**config.mk**
```make
export PLATFORM = sky130hd
export DESIGN_NAME = rom_line_cache
export DESIGN_NICKNAME = d
export VERILOG_FILES = /design/src/rtl/rom_line_cache.sv
export SDC_FILE = /design/constraint.sdc
export NUM_CORES = 2
export LEC_CHECK = 0
export ABC_AREA = 1
export ABC_CLOCK_PERIOD_IN_PS = 10200
export BUFFER_PORTS_ARGS = -buffer_cell sky130_fd_sc_hd__buf_2
export CORE_MARGIN = 1.5
export CORE_UTILIZATION = 27
export CTS_CLUSTER_SIZE = 30
export DETAILED_ROUTE_END_ITERATION = 10
export PLACE_DENSITY = 0.38
export REMOVE_ABC_BUFFERS = 1
export SLEW_MARGIN = 20
export SYNTH_ARGS = -nofsm -noshare
export SYNTH_HDL_FRONTEND = slang
export SYNTH_SLANG_ARGS = --single-unit
```
**constraint.sdc**
```tcl
create_clock -name clk -period 10.2 [get_ports clk]
set_clock_uncertainty 0.05 [all_clocks]
set_input_delay 2.04 -clock clk [delete_from_list [all_inputs] [get_ports clk]]
set_output_delay 2.04 -clock clk [all_outputs]
set_load 0.02 [all_outputs]
```
**src/rtl/rom_line_cache.sv**
```systemverilog
`timescale 1ns/1ps
// rom_line_cache: direct-mapped, read-allocating, write-through line cache
// in front of one toggle-handshake port of the SDRAM controller.
// Ports:
//   clk, reset            clock, synchronous active-high reset
//   cpu_req/addr/we/be/din CPU access request (word address [23:1])
//   cpu_dout/ack/busy     CPU read data, completion pulse, busy flag
//   inval                 pulse clearing all valid bits
//   mem_addr/wrl/wrh/din  controller request payload
//   mem_req/mem_ack       toggle request / acknowledge, mem_dout read data
module rom_line_cache #(
  parameter int unsigned INDEX_BITS = 4,
  parameter logic        MEM_BASE   = 1'b0
) (
  input  logic        clk,
  input  logic        reset,
  input  logic        cpu_req,
  input  logic [22:0] cpu_addr,
  input  logic        cpu_we,
  input  logic [1:0]  cpu_be,
  input  logic [15:0] cpu_din,
  output logic [15:0] cpu_dout,
  output logic        cpu_ack,
  output logic        cpu_busy,
  input  logic        inval,
  output logic [23:0] mem_addr,
  output logic        mem_wrl,
  output logic        mem_wrh,
  output logic [15:0] mem_din,
  input  logic [15:0] mem_dout,
  output logic        mem_req,
  input  logic        mem_ack
);
  localparam int unsigned LINES    = 1 << INDEX_BITS;
  localparam int unsigned TAG_BITS = 21 - INDEX_BITS;

  typedef enum logic [2:0] {
    S_IDLE, S_FILL_ISSUE, S_FILL_WAIT, S_WR_WAIT, S_DRAIN
  } state_e;

  state_e state_q, state_d;

  logic [LINES-1:0]      valid_q, valid_d;
  logic [TAG_BITS-1:0]   tag_q  [LINES];
  logic [15:0]           data_q [LINES][4];

  logic [15:0]           cpu_dout_q, cpu_dout_d;
  logic                  cpu_ack_q, cpu_ack_d;
  logic                  cpu_busy_q, cpu_busy_d;
  logic [23:0]           mem_addr_q, mem_addr_d;
  logic                  mem_wrl_q, mem_wrl_d;
  logic                  mem_wrh_q, mem_wrh_d;
  logic [15:0]           mem_din_q, mem_din_d;
  logic                  mem_req_q, mem_req_d;
  logic [INDEX_BITS-1:0] line_idx_q, line_idx_d;
  logic [TAG_BITS-1:0]   line_tag_q, line_tag_d;
  logic [1:0]            fill_cnt_q, fill_cnt_d;
  logic [1:0]            fill_num_q, fill_num_d;
  logic                  inval_pend_q, inval_pend_d;

  logic                  dat_we_c;
  logic [INDEX_BITS-1:0] dat_idx_c;
  logic [1:0]            dat_off_c;
  logic [1:0]            dat_be_c;
  logic [15:0]           dat_wdata_c;
  logic                  tag_we_c;

  logic [1:0]            req_off;
  logic [INDEX_BITS-1:0] req_idx;
  logic [TAG_BITS-1:0]   req_tag;
  logic                  hit_c;
  logic                  ack_match_c;

  assign req_off = cpu_addr[1:0];
  assign req_idx = cpu_addr[INDEX_BITS+1:2];
  assign req_tag = cpu_addr[22:INDEX_BITS+2];

  // inval in the same cycle wins over the lookup
  assign hit_c       = valid_q[req_idx] && !inval && (tag_q[req_idx] == req_tag);
  assign ack_match_c = (mem_ack == mem_req_q);

  assign cpu_dout = cpu_dout_q;
  assign cpu_ack  = cpu_ack_q;
  assign cpu_busy = cpu_busy_q;
  assign mem_addr = mem_addr_q;
  assign mem_wrl  = mem_wrl_q;
  assign mem_wrh  = mem_wrh_q;
  assign mem_din  = mem_din_q;
  assign mem_req  = mem_req_q;

  // State register; reset with an outstanding request waits it out in DRAIN
  always_ff @(posedge clk) begin
    if (reset) state_q <= ack_match_c ? S_IDLE : S_DRAIN;
    else       state_q <= state_d;
  end

  // Next-state logic
  always_comb begin
    state_d = state_q;
    case (state_q)
      S_IDLE:       if (cpu_req) state_d = cpu_we ? S_WR_WAIT : (hit_c ? S_IDLE : S_FILL_ISSUE);
      S_FILL_ISSUE: state_d = S_FILL_WAIT;
      S_FILL_WAIT:  if (ack_match_c) state_d = (fill_num_q == 2'd3) ? S_IDLE : S_FILL_ISSUE;
      S_WR_WAIT:    if (ack_match_c) state_d = S_IDLE;
      S_DRAIN:      if (ack_match_c) state_d = S_IDLE;
      default:      state_d = S_IDLE;
    endcase
  end

  // Output and datapath next values
  always_comb begin
    cpu_ack_d    = 1'b0;
    cpu_dout_d   = cpu_dout_q;
    cpu_busy_d   = (state_d != S_IDLE);
    mem_addr_d   = mem_addr_q;
    mem_wrl_d    = mem_wrl_q;
    mem_wrh_d    = mem_wrh_q;
    mem_din_d    = mem_din_q;
    mem_req_d    = mem_req_q;
    line_idx_d   = line_idx_q;
    line_tag_d   = line_tag_q;
    fill_cnt_d   = fill_cnt_q;
    fill_num_d   = fill_num_q;
    inval_pend_d = inval_pend_q;
    valid_d      = inval ? '0 : valid_q;
    dat_we_c     = 1'b0;
    dat_idx_c    = line_idx_q;
    dat_off_c    = fill_cnt_q;
    dat_be_c     = 2'b11;
    dat_wdata_c  = mem_dout;
    tag_we_c     = 1'b0;
    case (state_q)
      S_IDLE: begin
        if (cpu_req) begin
          if (cpu_we) begin
            mem_addr_d = {MEM_BASE, cpu_addr};
            mem_din_d  = cpu_din;
            mem_wrh_d  = cpu_be[1];
            mem_wrl_d  = cpu_be[0];
            mem_req_d  = ~mem_req_q;
            if (hit_c) begin
              dat_we_c    = 1'b1;
              dat_idx_c   = req_idx;
              dat_off_c   = req_off;
              dat_be_c    = cpu_be;
              dat_wdata_c = cpu_din;
            end
          end else if (hit_c) begin
            cpu_ack_d  = 1'b1;
            cpu_dout_d = data_q[req_idx][req_off];
          end else begin
            line_idx_d       = req_idx;
            line_tag_d       = req_tag;
            fill_cnt_d       = req_off;
            fill_num_d       = 2'd0;
            inval_pend_d     = 1'b0;
            valid_d[req_idx] = 1'b0;
            tag_we_c         = 1'b1;
          end
        end
      end
      S_FILL_ISSUE: begin
        mem_addr_d = {MEM_BASE, line_tag_q, line_idx_q, fill_cnt_q};
        mem_wrl_d  = 1'b0;
        mem_wrh_d  = 1'b0;
        mem_req_d  = ~mem_req_q;
        if (inval) inval_pend_d = 1'b1;
      end
      S_FILL_WAIT: begin
        if (inval) inval_pend_d = 1'b1;
        if (ack_match_c) begin
          dat_we_c = 1'b1;
          // first returned word is the one the CPU asked for
          if (fill_num_q == 2'd0) begin
            cpu_ack_d  = 1'b1;
            cpu_dout_d = mem_dout;
          end
          fill_cnt_d = fill_cnt_q + 2'd1;
          fill_num_d = fill_num_q + 2'd1;
          if (fill_num_q == 2'd3 && !inval_pend_q && !inval) valid_d[line_idx_q] = 1'b1;
        end
      end
      S_WR_WAIT: begin
        if (ack_match_c) begin
          cpu_ack_d = 1'b1;
          mem_wrl_d = 1'b0;
          mem_wrh_d = 1'b0;
        end
      end
      default: ;
    endcase
  end

  // Control and output registers
  always_ff @(posedge clk) begin
    if (reset) begin
      cpu_ack_q    <= 1'b0;
      cpu_dout_q   <= 16'h0000;
      cpu_busy_q   <= !ack_match_c;
      mem_addr_q   <= 24'h000000;
      mem_wrl_q    <= 1'b0;
      mem_wrh_q    <= 1'b0;
      mem_din_q    <= 16'h0000;
      line_idx_q   <= '0;
      line_tag_q   <= '0;
      fill_cnt_q   <= 2'd0;
      fill_num_q   <= 2'd0;
      inval_pend_q <= 1'b0;
      valid_q      <= '0;
    end else begin
      cpu_ack_q    <= cpu_ack_d;
      cpu_dout_q   <= cpu_dout_d;
      cpu_busy_q   <= cpu_busy_d;
      mem_addr_q   <= mem_addr_d;
      mem_wrl_q    <= mem_wrl_d;
      mem_wrh_q    <= mem_wrh_d;
      mem_din_q    <= mem_din_d;
      line_idx_q   <= line_idx_d;
      line_tag_q   <= line_tag_d;
      fill_cnt_q   <= fill_cnt_d;
      fill_num_q   <= fill_num_d;
      inval_pend_q <= inval_pend_d;
      valid_q      <= valid_d;
    end
  end

  // Request toggle and line storage; mem_req is held through reset to stay paired with mem_ack
  always_ff @(posedge clk) begin
    if (!reset) begin
      mem_req_q <= mem_req_d;
      if (dat_we_c) begin
        if (dat_be_c[0]) data_q[dat_idx_c][dat_off_c][7:0]  <= dat_wdata_c[7:0];
        if (dat_be_c[1]) data_q[dat_idx_c][dat_off_c][15:8] <= dat_wdata_c[15:8];
      end
      if (tag_we_c) tag_q[req_idx] <= req_tag;
    end
  end

endmodule

```
==> tab_implementation.tex <==
\begin{tabular}{lr}
\hline
Metric & Value \\
\hline
\multicolumn{2}{l}{\textbf{CTS}} \\
\quad Library cell used as clock root buffer & sky130\_fd\_sc\_hd\_\_clkbuf\_16 \\
\quad H-tree Lvls & 4 \\
\quad TritonCTS clock tree & yes \\
\quad Post-CTS setup buffers & 0 \\
\quad Number of gates given a new drive strength after cts & 0 \\
\quad Clk sinks & 1401 \\
\quad Hold bufs inserted after CTS & 0 \\
\quad Number of CTS-inserted buffers & 163 \\
\quad Clock transition at the registers of the reported paths & 60 ps \\
\quad CTS max path bufs & 3 \\
\quad Clock network latency to the later pin of the worst-skew pair & 800 ps \\
\multicolumn{2}{l}{\textbf{Worst setup path}} \\
\quad Category of the worst setup path launch point & input pin \\
\quad Delay-heaviest family, CP & simple AND/OR/NAND/NOR gates \\
\quad Setup CP Type & in -> reg \\
\quad Slowest-stage cell, CP & sky130\_fd\_sc\_hd\_\_nor2\_1 \\
\quad Delay of the slowest cell on the worst path & 1050 ps \\
\quad Critical Path End Type & register \\
\quad Cells traversed along the worst timing path & buf\_6 > inv\_4 > buf\_4 > nand2\_1 > nand2\_1 > nand2\_1 > nand2\_1 > nand2\_1 > nand2\_1 > nor2\_1 > nor2\_1 > nand2\_1 > nor2\_1 > nand3\_1 > nor2\_4 > nand3\_2 > nand2\_1 > nand2\_1 > nor2\_1 > nand2\_1 > nor2\_1 \\
\quad Required time reported for the critical path endpoint & 10550 ps \\
\quad Worst Path Arrival & 7560 ps \\
\quad Critical Path Fanout Max & 65 \\
\quad Cell repeated most along the worst path & sky130\_fd\_sc\_hd\_\_nand2\_1 \\
\quad Sum of buffers and inverters on the critical path & 3 \\
\multicolumn{2}{l}{\textbf{Logic synthesis}} \\
\quad EDFF count, synth & 1297 \\
\quad FFs w/ async S/R, synth & 0\% \\
\quad Largest family of logic cells by synthesized area & simple AND/OR/NAND/NOR gates \\
\quad Arithmetic-cell share of the synthesized area counting full adders, half adders and majority gates & 0.0455\% \\
\quad Cell types occupying the most area after synthesis & sky130\_fd\_sc\_hd\_\_edfxtp\_1, sky130\_fd\_sc\_hd\_\_nand2\_1, sky130\_fd\_sc\_hd\_\_a22oi\_1 \\
\quad Fraction of post-synthesis cell area in the top cell type by area & 70.8\% \\
\quad Sequential element share of the synthesized area & 74.6\% \\
\quad Top FF cell, synth & sky130\_fd\_sc\_hd\_\_edfxtp\_1 \\
\quad Post-synth top area cell & sky130\_fd\_sc\_hd\_\_edfxtp\_1 \\
\quad Proportion of synthesized area in mux cells & 0\% \\
\quad Xor-xnor portion of the synthesized cell area & 0.0159\% \\
\quad Mean instance size in the synthesized netlist & 12.7 sq um \\
\quad Warning count from the yosys run & 0 \\
\quad Post-Synth Simple-Gate Area & 12.1\% \\
\quad Post-synth design cell area & 55000 sq um \\
\quad Number of different library cells in the post-synthesis netlist & 43 \\
\quad Post-synthesis compound-gate area fraction & 10.8\% \\
\quad Syn Inst Count & 4343 \\
\quad \#FFs+latches synth & 1401 \\
\multicolumn{2}{l}{\textbf{Route}} \\
\quad Via density per instance & 4.86 \\
\quad Drt wl/cell & 26.2 um \\
\quad Drt first-iter violations & 2909 \\
\quad DR DRC count & 0 \\
\quad Total Routed Length & 190000 um \\
\quad Iteration count of the initial detailed-routing pass & 7 \\
\quad Via Count & 35317 \\
\quad Antenna Violating Nets Remaining & 0 \\
\multicolumn{2}{l}{\textbf{Timing}} \\
\quad Period utilization & 70.7\% \\
\quad Hold slack & 406 ps \\
\quad Slew at the pin with the worst max-slew slack & 1160 ps \\
\quad Setup repair after global routing missed its margin & false \\
\quad Maximum frequency from static timing analysis & 139 MHz \\
\quad Tmin final & 7210 ps \\
\quad Number of max-slew violations in the final report & 0 \\
\quad Final hold violations & 0 \\
\quad Relative slew slack & 22.5\% \\
\quad Total of endpoints with negative setup slack in the final report & 0 \\
\quad Sum of negative setup slack & 0 ps \\
\multicolumn{2}{l}{\textbf{Final layout}} \\
\quad Final Instance Count excl. Fillers & 7262 \\
\quad Highest-count cells in the layout ignoring fill and taps & sky130\_fd\_sc\_hd\_\_edfxtp\_1, sky130\_fd\_sc\_hd\_\_nand2\_1, sky130\_fd\_sc\_hd\_\_a22oi\_1 \\
\quad Layout-stage area growth over the synthesis result & 16.3\% \\
\quad Number of nets in the layout & 4529 \\
\quad ANT cells & 0 \\
\quad Filler instances & 20225 \\
\quad Most frequent standard cell in the layout excluding fill and tap cells & sky130\_fd\_sc\_hd\_\_edfxtp\_1 \\
\quad Non-Filler Cell Area, Final & 64000 sq um \\
\quad Fraction of layout cells with a size suffix above 1 & 11.1\% \\
\multicolumn{2}{l}{\textbf{Floorplanning}} \\
\quad Standard cell core area & 202000 sq um \\
\quad Initial Util & 27.2\% \\
\quad Die outline width & 454 um \\
\quad Num ports & 124 \\
\quad Total Die Area & 207000 sq um \\
\quad Row Count & 165 \\
\quad Die outline height & 454 um \\
\multicolumn{2}{l}{\textbf{Placement}} \\
\quad Post-DP HPWL & 114000 um \\
\quad DP Cell Count & 6971 \\
\quad Gpl congestion & 0.792 \\
\quad Number of buffers inserted by port buffering & 122 \\
\quad Cell Area, Placed & 59000 sq um \\
\multicolumn{2}{l}{\textbf{GRT}} \\
\quad Maximum number of pins on one net before global-route repair & 143 \\
\quad Initial antenna violation count & 10 \\
\quad Number of global-route vias before repair & 35506 \\
\quad Aggregate global routing overflow & 0 \\
\quad Global-route wire length before repair & 271000 um \\
\quad Combined global-route utilization of all metal layers & 18.3\% \\
\multicolumn{2}{l}{\textbf{Worst hold path}} \\
\quad Type of the tightest min-delay check & reg -> reg \\
\multicolumn{2}{l}{\textbf{Status}} \\
\quad Result of the run & complete, no violations \\
\multicolumn{2}{l}{\textbf{Power and ir drop}} \\
\quad Leakage & 21.6 nW \\
\quad Max rail drop VDD & 0.000181 V \\
\quad PD cells & 200 nW/um\^{}2 \\
\multicolumn{2}{l}{\textbf{Flow run}} \\
\quad \# Max-Cap Violations & 0 \\
\hline
\end{tabular}
-- layer usage --
layer  GRT usage [%]  routed length, um
met1            23.7              82900
met2            31.3              94800
met3            3.08               8300
met4            4.82               4410
met5               0                  0
-- final timing paths --
| kind | from | to | slack, ps | depth (start not counted) |
|---|---|---|---|---|
| max | cpu_addr[2] | data_q[7][60] | 2990 | 21 |
| min | inval_pend_q | inval_pend_q | 410 | 2 |
| max reg2reg | state_q[2] | data_q[7][60] | 5030 | 12 |
| min reg2reg | inval_pend_q | inval_pend_q | 410 | 2 |
-- sequential cells by signal (all words and copies together), names as in the netlist, 2 cells and up --
signal / count
cpu_dout: 16
data_q: 1024
fill_cnt_q: 2
fill_num_q: 2
line_idx_q: 4
line_tag_q: 17
mem_addr: 23
mem_din: 16
state_q: 3
tag_q: 272
valid_q: 16
-- power breakdown --
part / switching, mW / internal (mW)
logic: 0.706 / 0.207
clock network: 2.38 / 3.18
registers: 0.0318 / 6.32
-- tightest hold or removal path: stages, from the launching register on --
cell	delay [ps]
sky130_fd_sc_hd__dfxtp_1	290
sky130_fd_sc_hd__inv_1	60
sky130_fd_sc_hd__a21oi_1	60
-- Yosys cell counts, drive strengths merged, types with 55 or more instances --
cell type	instances
buf	75
o21ai	115
nand2	1218
clkbuf	182
nor3	55
nand3	76
inv	75
a31oi	63
edfxtp	1297
dfxtp	104
a21oi	238
a22oi	433
nor2	297
-- cells by family after synthesis --
| family | Yosys count |
|---|---|
| DFF | 1401 |
| other | 1 |
| AOI/OAI and AO/OA | 914 |
| xor gates and xnor gates | 1 |
| adders and majority gates | 2 |
| buffers and inverters | 336 |
| and+or+nand+nor | 1688 |
-- layout make-up --
cell class,instances,area (sq um),area share [%]
clock inverters,82,613,0.958
clock buffers,209,4380,6.84
inverters,79,309,0.483
flip-flops and latches,1401,41000,64.1
well taps,2672,3340,5.22
multi-input cells,2606,13000,20.2
repair buffers,213,1380,2.15
-- stage by stage --
step                util [%]  power [mW]  setup slack [ps]
floorplan                  -        6.95             -5170
global placement        29.2        7.40              2160
detailed placement      29.2        7.40              2050
CTS                     31.6        13.0              2890
global route            31.6        13.3              2490
finish                  31.6        12.8              2990
No activity file was read; power rests on OpenSTA's default activity.
